==> config.mk <==
export PLATFORM = sky130hd
export DESIGN_NAME = rf_wb_arbiter
export DESIGN_NICKNAME = d
export VERILOG_FILES = /design/src/rtl/rf_wb_arbiter.sv
export SDC_FILE = /design/constraint.sdc
export NUM_CORES = 1
export LEC_CHECK = 0
export ABC_AREA = 1
export CAP_MARGIN = 5
export CORE_MARGIN = 5
export CORE_UTILIZATION = 38
export CTS_CLUSTER_DIAMETER = 50
export DETAILED_ROUTE_END_ITERATION = 12
export PLACE_DENSITY = 0.8
export SETUP_SLACK_MARGIN = 0.05
export SYNTH_ARGS = -nofsm -noshare
export SYNTH_HDL_FRONTEND = slang
export SYNTH_SLANG_ARGS = --single-unit
==> constraint.sdc <==
create_clock -name clk_i -period 3.3 [get_ports clk_i]
set_clock_uncertainty 0.15 [all_clocks]
set_input_delay 0.495 -clock clk_i [delete_from_list [all_inputs] [get_ports clk_i]]
set_output_delay 0.495 -clock clk_i [all_outputs]
set_load 0.01 [all_outputs]
==> src/rtl/rf_wb_arbiter.sv <==
// Round-robin arbiter sharing the register-file write port between N_REQ writeback requesters.
// Registered write port (one cycle after acceptance); optional conflict counter under RF_WB_ARB_STATS_EN.
module rf_wb_arbiter #(
    parameter int ADDR_WDTH = 5,
    parameter int DATA_WDTH = 32,
    parameter int N_REQ     = 3
) (
    input  logic                          clk_i,
    input  logic                          rst_ni,
    input  logic [N_REQ-1:0]              req_valid_i,
    input  logic [N_REQ*ADDR_WDTH-1:0]    req_addr_i,
    input  logic [N_REQ*DATA_WDTH-1:0]    req_data_i,
    output logic [N_REQ-1:0]              req_ready_o,
    input  logic                          hold_i,
    output logic                          we_o,
    output logic [ADDR_WDTH-1:0]          ad_o,
    output logic [DATA_WDTH-1:0]          wd_o
`ifdef RF_WB_ARB_STATS_EN
    ,
    output logic [15:0]                   conflict_cnt_o
`endif
);

    localparam int PTR_W = $clog2(N_REQ);

    logic [PTR_W-1:0]     ptr_q;
    logic [PTR_W-1:0]     ptr_nxt;
    logic [PTR_W-1:0]     gnt_idx;
    logic [N_REQ-1:0]     grant;
    logic                 xfer;
    logic [ADDR_WDTH-1:0] gnt_addr;
    logic [DATA_WDTH-1:0] gnt_data;

    // Scan from ptr_q with wrap; ready is suppressed in reset and during hold.
    always_comb begin
        int idx;
        idx     = 0;
        grant   = '0;
        gnt_idx = '0;
        xfer    = 1'b0;
        if (rst_ni && !hold_i) begin
            for (int i = 0; i < N_REQ; i++) begin
                idx = int'(ptr_q) + i;
                if (idx >= N_REQ) begin
                    idx = idx - N_REQ;
                end
                if (!xfer && req_valid_i[idx]) begin
                    xfer        = 1'b1;
                    grant[idx]  = 1'b1;
                    gnt_idx     = PTR_W'(idx);
                end
            end
        end
    end

    assign req_ready_o = grant;
    assign gnt_addr    = req_addr_i[int'(gnt_idx)*ADDR_WDTH +: ADDR_WDTH];
    assign gnt_data    = req_data_i[int'(gnt_idx)*DATA_WDTH +: DATA_WDTH];
    assign ptr_nxt     = (gnt_idx == PTR_W'(N_REQ-1)) ? '0 : gnt_idx + 1'b1;

    // Writes to x0 are accepted and advance the pointer but never reach the port.
    always_ff @(posedge clk_i or negedge rst_ni) begin
        if (!rst_ni) begin
            ptr_q <= '0;
            we_o  <= 1'b0;
            ad_o  <= '0;
            wd_o  <= '0;
        end else begin
            we_o <= 1'b0;
            if (xfer) begin
                ptr_q <= ptr_nxt;
                if (gnt_addr != '0) begin
                    we_o <= 1'b1;
                    ad_o <= gnt_addr;
                    wd_o <= gnt_data;
                end
            end
        end
    end

`ifdef RF_WB_ARB_STATS_EN
    logic conflict;
    assign conflict = !hold_i && ($countones(req_valid_i) >= 2);

    always_ff @(posedge clk_i or negedge rst_ni) begin
        if (!rst_ni) begin
            conflict_cnt_o <= '0;
        end else if (conflict && conflict_cnt_o != 16'hFFFF) begin
            conflict_cnt_o <= conflict_cnt_o + 16'd1;
        end
    end
`endif

endmodule

After elaboration in Yosys (flattened, before gate mapping). Index checks and enable logic that the tools add are counted. Widths: inputs -> output; s select.

Register bits: 40. Bits in latches: 0. Bits in writable memories: 0. Bits in read-only memories: 0. Output and inout port bits: 41. Logic and storage cells: 76. Memories: 0.

Add/sub/neg operators: 6. Multiply operators: 1. Divide/modulo/power cells: 0. $lt $le $gt $ge: 9. Equal/unequal tests: 1. Shift operators: 2. Muxes and demuxes: 40. Bitwise logic cells: 2. Reductions and logical operators: 11.

Operators with widths (number): $mux 32 (6); $ge 32x1->1 const B (3); $lt 32x4->1 const B (3); $shiftx 96x8->32 (1); $mux 3 (6); $mux 1 (17); $shiftx 15x6->5 (1); $mux 2 (5); $sub 3x2->4 const B (2); $bmux 1 s2 (3); $demux 1 s2 (3); $ge 3x2->1 const B (2); $logic_and 1x1->1 (6); $or 3x3->3 (2); $mul 2x3->5 const B (1); $reduce_bool 5->1 (1); $add 2x1->3 const B (1); $add 2x2->3 const B (1); $logic_not 1->1 (3); $sub 2x2->3 const B (1); $add 2x1->2 const B (1); $eq 2x2->1 const B (1); $ge 2x2->1 const B (1); $reduce_and 2->1 (1).

Depth between registers and ports, before layout. Gate-level depths: netlist (run 1).

Depth in word-level cells: 21. Mapped depth: 22.

Worst setup path after synthesis (run 1). No wires, ideal clock.

Path kind: reg-to-reg. Start: reg ptr_q[0]. End: reg wd_o[10]. Setup time: 0.066 ns. Arrival time: 2.359 ns. Required time: 3.084 ns. Setup slack: 0.725 ns. Stages on the path, launching flop included: 19. Path buffers: 3. Cell sequence: dfrtp_1 inv_1 ha_1 buf_2 o21ai_1 nand2_1 nand4_1 nand2_1 nand2_2 inv_2 nand2_1 nand3_1 nor2_2 nand3_4 nand2_2 buf_6 buf_8 nand2_2 nand2_1.

Cells in the longest elaborated chain, start to end: 20. Elaborated cells between the ends (all ways): 42.

RTL lines: start, declared (RTL line 26) `logic [PTR_W-1:0] ptr_q;`; start signal, assigned (RTL line 71) `ptr_q <= ptr_nxt;`; branches (longest 20 deep; another with $sub 3x2->4); end signal, assigned (RTL line 75) `wd_o <= gnt_data;`; end, declared (RTL line 17) `output logic [DATA_WDTH-1:0] wd_o`.

Parallel ways; which one is timed is not known. The select of a mux whose other input is x is not followed. A chain may end at the register's enable or synchronous reset.

Worst setup path in the final report (run 1).
Start: reg ptr_q[1]. End: out req_ready_o[0].

Cells in the longest elaborated chain, start to end: 16. Elaborated cells between the ends (all ways): 54.

RTL lines: branches (longest 14 deep; another with $ge 32x1->1); $mux 3 * (RTL line 47) `if (!xfer && req_valid_i[idx]) begin`; $mux 3 * (RTL line 41) `if (rst_ni && !hold_i) begin`; end, declared (RTL line 13) `output logic [N_REQ-1:0] req_ready_o,`.

Every way passes the cells marked *. The select of a mux whose other input is x is not followed.

==> results of run 1 <==
## Yosys cell counts, drive strengths merged
cell type,instances,share of area [%]
nand3,89,18
buf,7,2.1
o21ai,4,0.75
a22oi,1,0.28
nor2,6,1.3
dfrtp,40,38
inv,21,3.0
clkbuf,14,2.0
nand2,208,31
a21oi,4,1.2
ha,4,1.9
nand4,1,0.24
a31oi,3,0.71
## routing by layer
metal / vias to the layer above / wire, µm / part of all wire (%) / GRT usage (%)
met3: 17 / 705 / 7.5 / 6.03
met5: - / 0 / 0 / 0
met4: 0 / 257 / 2.8 / 7.10
met2: 114 / 4890 / 52 / 37.6
met1: 1408 / 3490 / 37 / 24.4
li1: 1585 / - / - / -
## final cells by class
cell class                      count  area, µm²  share of cell area (%)
Antenna cell                        1       2.50                  0.0559
Clock buffer                        5       68.8                    1.54
Clock inverter                      2       60.1                    1.34
Inverter                           21       78.8                    1.76
Multi-Input combinational cell    320       1490                    33.2
Sequential cell                    40       1000                    22.4
Tap cell                           96        120                    2.68
Timing Repair Buffer              167       1660                    37.0
## where the power goes
group / internal, µW / total [µW] / switching, µW
sequential: 716 / 861 / 145
clock: 298 / 469 / 171
combinational: 919 / 1990 / 1080
total: 1930 / 3320 / 1390
## flip-flops by register name (all words and copies together) (netlist names)
register / count
we_o: 1
ptr_q: 2
ad_o: 5
wd_o: 32
## cell usage in the layout, fill, tap and decap left out, types with 3 or more instances in the layout
master / Yosys / final
inv_1: 14 / 14
clkdlybuf4s50_1: 0 / 156
dfrtp_1: 40 / 40
clkbuf_8: 0 / 5
a31oi_1: 3 / 3
nand2_2: 18 / 18
nor2_1: 3 / 3
nand3_1: 86 / 86
buf_4: 0 / 8
inv_2: 7 / 7
nand2_1: 189 / 189
## final timing paths
path | start | endpoint | cells after the start
max | ptr_q[1]$_DFFE_PN0P_ | req_ready_o[0] | 11
min reg2reg | wd_o[3]$_DFFE_PN0P_ | wd_o[3]$_DFFE_PN0P_ | 2
max reg2reg | ptr_q[1]$_DFFE_PN0P_ | wd_o[20]$_DFFE_PN0P_ | 18
max in group asynchronous | rst_ni | wd_o[2]$_DFFE_PN0P_ | 2
min | rst_ni | ptr_q[0]$_DFFE_PN0P_ | 2
min in group clk_i | wd_o[3]$_DFFE_PN0P_ | wd_o[3]$_DFFE_PN0P_ | 2
## cells by family (layout without fill, tap and decap cells)
family	Yosys count	in the layout	synth area share (%)
DFF	40	40	37.6
other	0	1	0
adders and majority gates	4	4	1.88
AOI/OAI and AO/OA	12	12	2.92
and+or+nand+nor	304	304	50.5
buffers and inverters	42	195	7.06
## through the flow
step	util, %	cells	total power, µW
3_3_place_gp	63.6	644	2790
3_5_place_dp	63.6	644	2840
6_report	65.9	652	3320
2_1_floorplan	-	402	1950
4_1_cts	65.5	651	3320
5_1_grt	65.9	652	3590
## worst register-to-register path, stage by stage, from the launching register on
cell and delay, ns:
dfrtp_1 0.42, inv_1 0.12, ha_2 0.27, inv_2 0.08, nand2_2 0.06, nand3_2 0.06, nand2_2 0.12, nand4_1 0.15
nand2_1 0.13, nand2_2 0.11, inv_2 0.28, nand2_1 0.09, nand3_1 0.13, nor2_2 0.06, nand3_4 0.08, nand2_2 0.14
buf_12 0.22, nand2_1 0.08, nand2_1 0.05
==> run_results.csv, run 1 <==
group,metric,value,unit
drt,wl_per_cell,14.3,µm
yosys,synth.cell_area,0.00266,mm²
clocking,cts.sink_count,40,
drt,postRouteWirelength,9340,µm
clocking,post_cts_buffers,0,
yosys,syn_inst,402,
critical_path,path_buf_inv,3,
drt,drc,0,
timing,holdWs,0.152,ns
drt,first_iter_violations,116,
floorplanning,rows,30,
critical_path,crit_required,2.65,ns
grt,grt_pass1_wl,14800,µm
floorplanning,fp.dieW,93.6,µm
grt,grt_overflow,0,
finish,drive_gt1_share,9.73,%
floorplanning,die_h,93.6,µm
floorplanning,die_area,0.00877,mm²
place,io_buffer_count,157,
drt,drt.antenna.violating_nets,0,
timing,report.final.slew_viol_count,0,
clocking,cts.reportedPaths.clkPinSlew,0.08,ns
timing,period_share,93.1,%
drt,viasPerCell,4.79,
floorplanning,initial_core_util,39.1,%
critical_path,critPathArrivalTime,2.43,ns
grt,antenna_found_initial,1,
clocking,numCtsBuffers,5,
timing,timing.fmax,326,MHz
run_status,status,"finished, final reports clean",
clocking,cts_resized,0,
yosys,yosys.cell_types.count,25,
timing,rsz0062_at_grt,"no",
min_path,hold_path.class,"input pin to async pin",
pwr,power_density,742,mW/mm²
finish,area_delta_synth_final,68.4,%
critical_path,path_cells,"inv_1 > ha_2 > inv_2 > nand2_2 > nand3_2 > nand2_2 > nand2_2 > nor2_4 > a22oi_1 > a21oi_2 > clkdlybuf4s50_1",
run,maxCapViolCount,0,
yosys,syn_nets,523,
pwr,ir_drop,0.306,mV
finish,final_area,0.00448,mm²
yosys,yosysSeqAreaShare,37.6,%
timing,hold_viol,0,
grt,grt_pass1_vias,3152,
timing,layout_setup_ws,0.228,ns
place,dpl_worst_slack,0.136,ns
clocking,tritoncts,"done",
place,dpl_cell_area,0.00432,mm²
critical_path,worst_path_dominant_cell_family,"buffers and inverters",
drt,drt-pass1-iter-count,4,
yosys,ys_warn_count,0,
yosys,yosys_register_bits,40,
grt,grt_max_degree,41,
timing,tightestPinTransition,0.510,ns
critical_path,crit_type,"flip-flop to output port",
place,dpl.hpwl,7450,µm
clocking,cts_buffer_depth,2,
critical_path,critical_path.slowest_cell,"clkdlybuf4s50_1",
grt,grt_util_all_layers,21.2,%
critical_path,crit_path_start_kind,"flip-flop",
clocking,clkLatencyLatePin,0.29,ns
timing,timing.slew.headroom,66.0,%
drt,vias,3124,
critical_path,end_kind,"output port",
place,place_congestion,0.839,
critical_path,slowest_delay,0.56,ns
finish,n_fill_cell,605,
clocking,root_buffer,"clkbuf_8",
critical_path,rrSetupSlack,0.38,ns
floorplanning,io-pin-count,158,
critical_path,crit_top_cell,"nand2_2",
timing,setup_viol,0,
timing,period_needed,3.07,ns
pwr,p_leak,0.00213,µW
critical_path,crit_fanout,7,
floorplanning,core,0.00679,mm²
finish,fin_nets,676,
timing,setup_tns,0,ns
clocking,htree_levels,2,
clocking,cts_hold_buf,0,
yosys,syn_avg_cell_area,6.61,µm²
(Power assumes the default switching activity.)
==> run 2: changes to the inputs <==
--- a/config.mk
+++ b/config.mk
@@ -11,6 +11,7 @@
 export CORE_UTILIZATION = 38
 export CTS_CLUSTER_DIAMETER = 50
 export DETAILED_ROUTE_END_ITERATION = 12
+export GPL_ROUTABILITY_DRIVEN = 0
 export PLACE_DENSITY = 0.8
 export SETUP_SLACK_MARGIN = 0.05
 export SYNTH_ARGS = -nofsm -noshare
==> results of run 2 <==
No change in the layout: final DEF, timing and power equal those of run 1.
==> run 3: changes to the inputs <==
--- a/config.mk
+++ b/config.mk
@@ -7,9 +7,9 @@
 export LEC_CHECK = 0
 export ABC_AREA = 1
 export CAP_MARGIN = 5
+export CORE_ASPECT_RATIO = 0.9
 export CORE_MARGIN = 5
 export CORE_UTILIZATION = 38
-export CTS_CLUSTER_DIAMETER = 50
 export DETAILED_ROUTE_END_ITERATION = 12
 export GPL_ROUTABILITY_DRIVEN = 0
 export PLACE_DENSITY = 0.8
==> run 3 against run 2 <==
Against the previous run:
- count of clock-buffer cells in the layout rose by 2
- sequential cell count unchanged
- sequential share of layout area increased by 0.13 points
- critical path depth unchanged
- critical path type unchanged
- critical endpoint is now req_ready_o[1]
==> run_results.csv, run 3 (synthesis gave the netlist of run 1 again) <==
group,metric,value,unit
finish,area_delta_synth_final,67.4,%
drt,postRouteWirelength,9380,µm
finish,registers.top_by_ff_count,"wd_o",
critical_path,crit_cells,11,
clocking,clkLatencyLatePin,0.28,ns
timing,period_share,93.4,%
critical_path,critPathLaunch,"ptr_q[1]$_DFFE_PN0P_",
floorplanning,fp.dieW,98.2,µm
floorplanning,die_area,0.00877,mm²
critical_path,r2r-end,"wd_o[21]$_DFFE_PN0P_",
pwr,p_comb_share,62.6,%
grt,grt_overflow,0,
critical_path,path_cells,"inv_1 > ha_2 > inv_2 > nand2_2 > nand3_2 > nand2_2 > nand2_2 > nor2_4 > nand2_2 > a31oi_1 > clkdlybuf4s50_1",
clocking,root_buffer,"clkbuf_8",
finish,fin_cells,649,
place,io_buffer_count,157,
floorplanning,initial_core_util,38.4,%
critical_path,path_buf_inv,3,
run,maxCapViolCount,0,
timing,rsz0062_at_grt,"no",
drt,drt.antenna.violating_nets,0,
critical_path,worst_path_dominant_cell_family,"buffers and inverters",
critical_path,crit_type,"flip-flop to output port",
drt,drc,0,
critical_path,critPathArrivalTime,2.44,ns
timing,report.final.slew_viol_count,0,
grt,grt_pass1_vias,3234,
grt,antenna_found_initial,0,
critical_path,crit_end,"req_ready_o[1]",
pwr,pwr-share-seq,26.7,%
place,dp_cells,642,
pwr,power_density,721,mW/mm²
pwr,internal_power,1830,µW
timing,timing.slew.headroom,61.1,%
drt,wl_per_cell,14.5,µm
drt,viasPerCell,4.98,
critical_path,slowest_delay,0.56,ns
clocking,tritoncts,"done",
timing,timing.fmax,324,MHz
critical_path,rrSetupSlack,0.40,ns
critical_path,critical_path.slowest_cell,"clkdlybuf4s50_1",
timing,setup_viol,0,
critical_path,crit_required,2.65,ns
pwr,switching_share,43.0,%
critical_path,crit_fanout,7,
timing,hold_viol,0,
floorplanning,io-pin-count,158,
timing,holdWs,0.180,ns
clocking,cts_buffer_depth,2,
grt,grt_pass1_wl,15000,µm
floorplanning,core,0.00693,mm²
run_status,status,"finished, final reports clean",
floorplanning,die_h,89.4,µm
pwr,p_leak,0.00212,µW
finish,largest_reg_flops,32,
pwr,pwr-share-clk,10.7,%
finish,layout_common_cells,"189 x nand2_1, 156 x clkdlybuf4s50_1, 86 x nand3_1",
finish,drive_gt1_share,9.71,%
drt,drt-pass1-iter-count,5,
min_path,hold_path.class,"input pin to async pin",
timing,tightestPinTransition,0.583,ns
timing,setup_tns,0,ns
finish,final_util,64.2,%
place,dpl.hpwl,7330,µm
finish,fin_nets,677,
clocking,numCtsBuffers,5,
grt,grt_util_all_layers,21.2,%
critical_path,end_kind,"output port",
drt,vias,3230,
critical_path,reg2reg_depth,19,
pwr,p_sw,1380,µW
finish,largestRegisters,"wd_o: 32 flops, ad_o: 5 flops, ptr_q: 2 flops",
critical_path,crit_top_cell,"nand2_2",
finish,final_common_cell,"nand2_1",
pwr,ir_drop,0.296,mV
clocking,cts.sink_count,40,
clocking,cts.reportedPaths.clkPinSlew,0.08,ns
finish,diodes,0,
drt,first_iter_violations,93,
timing,period_needed,3.08,ns
grt,grt_max_degree,41,
clocking,htree_levels,2,
timing,layout_setup_ws,0.217,ns
floorplanning,rows,29,
critical_path,r2r_start,"ptr_q[1]$_DFFE_PN0P_",
place,dpl_worst_slack,0.176,ns
critical_path,crit_path_start_kind,"flip-flop",
[run 3: layout make-up]
class | instances | area (µm²)
inverter | 21 | 78.8
clock buffer | 7 | 96.3
sequential | 40 | 1000
fill | 609 | 2480
multi-input combinational | 320 | 1490
tap | 93 | 116
timing repair buffer | 168 | 1670
[run 3: stage by stage]
stage                     cell area, µm²  total power, µW
after floorplan                     2660             1950
after global placement              4340             2800
after detailed placement            4340             2860
after CTS                           4440             3210
after global routing                4450             3480
final                               4450             3210
[run 3: routing by layer]
| layer | track usage [%] | up-vias | share of wire [%] |
|---|---|---|---|
| met5 | 0 | - | 0 |
| met4 | 6.45 | 0 | 2.3 |
| met3 | 7.41 | 18 | 9.1 |
| met2 | 36.5 | 139 | 48 |
| met1 | 25.5 | 1489 | 40 |
| li1 | - | 1584 | - |
[run 3: power by group through the flow]
| stage | sequential, µW | combinational (µW) | clock (µW) |
|---|---|---|---|
| floorplan | 948 | 1000 | 0 |
| global placement | 852 | 1940 | 0 |
| detailed placement | 859 | 2000 | 0 |
| CTS | 855 | 2000 | 355 |
| global route | 887 | 2220 | 378 |
| finish | 858 | 2010 | 345 |
[run 3: worst min-delay path by stage]
| stage | end | slack (ns) | cells past startpoint |
|---|---|---|---|
| 2_1_floorplan | ad_o[0]$_DFFE_PN0P_ | 0.05 | 0 |
| 3_5_place_dp | wd_o[27]$_DFFE_PN0P_ | 0.31 | 2 |
| 3_3_place_gp | wd_o[2]$_DFFE_PN0P_ | 0.30 | 2 |
| 5_1_grt | wd_o[9]$_DFFE_PN0P_ | 0.22 | 2 |
| 4_1_cts | wd_o[15]$_DFFE_PN0P_ | 0.21 | 2 |
| 6_report | wd_o[15]$_DFFE_PN0P_ | 0.18 | 2 |
[run 3: timing repair]
item                       in CTS  in global routing
setup endpoints to repair       0                 19
resized for setup               0                  3
buffers inserted                0                  0
hold buffers                    0                  0
[run 3: worst reg2reg max path: stages (launching register included)]
cell and delay (ns):
dfrtp_1 0.42, inv_1 0.12, ha_2 0.27, inv_2 0.08, nand2_2 0.06, nand3_2 0.07, nand2_2 0.13, nand2_2 0.09
nor2_4 0.10, nand2_2 0.10, nand2_2 0.13, nand2_4 0.08, nand2_2 0.09, nor2_1 0.06, nor2_1 0.18, nand3_4 0.20
nand2_2 0.13, buf_12 0.23, nand2_1 0.10, nand2_1 0.06
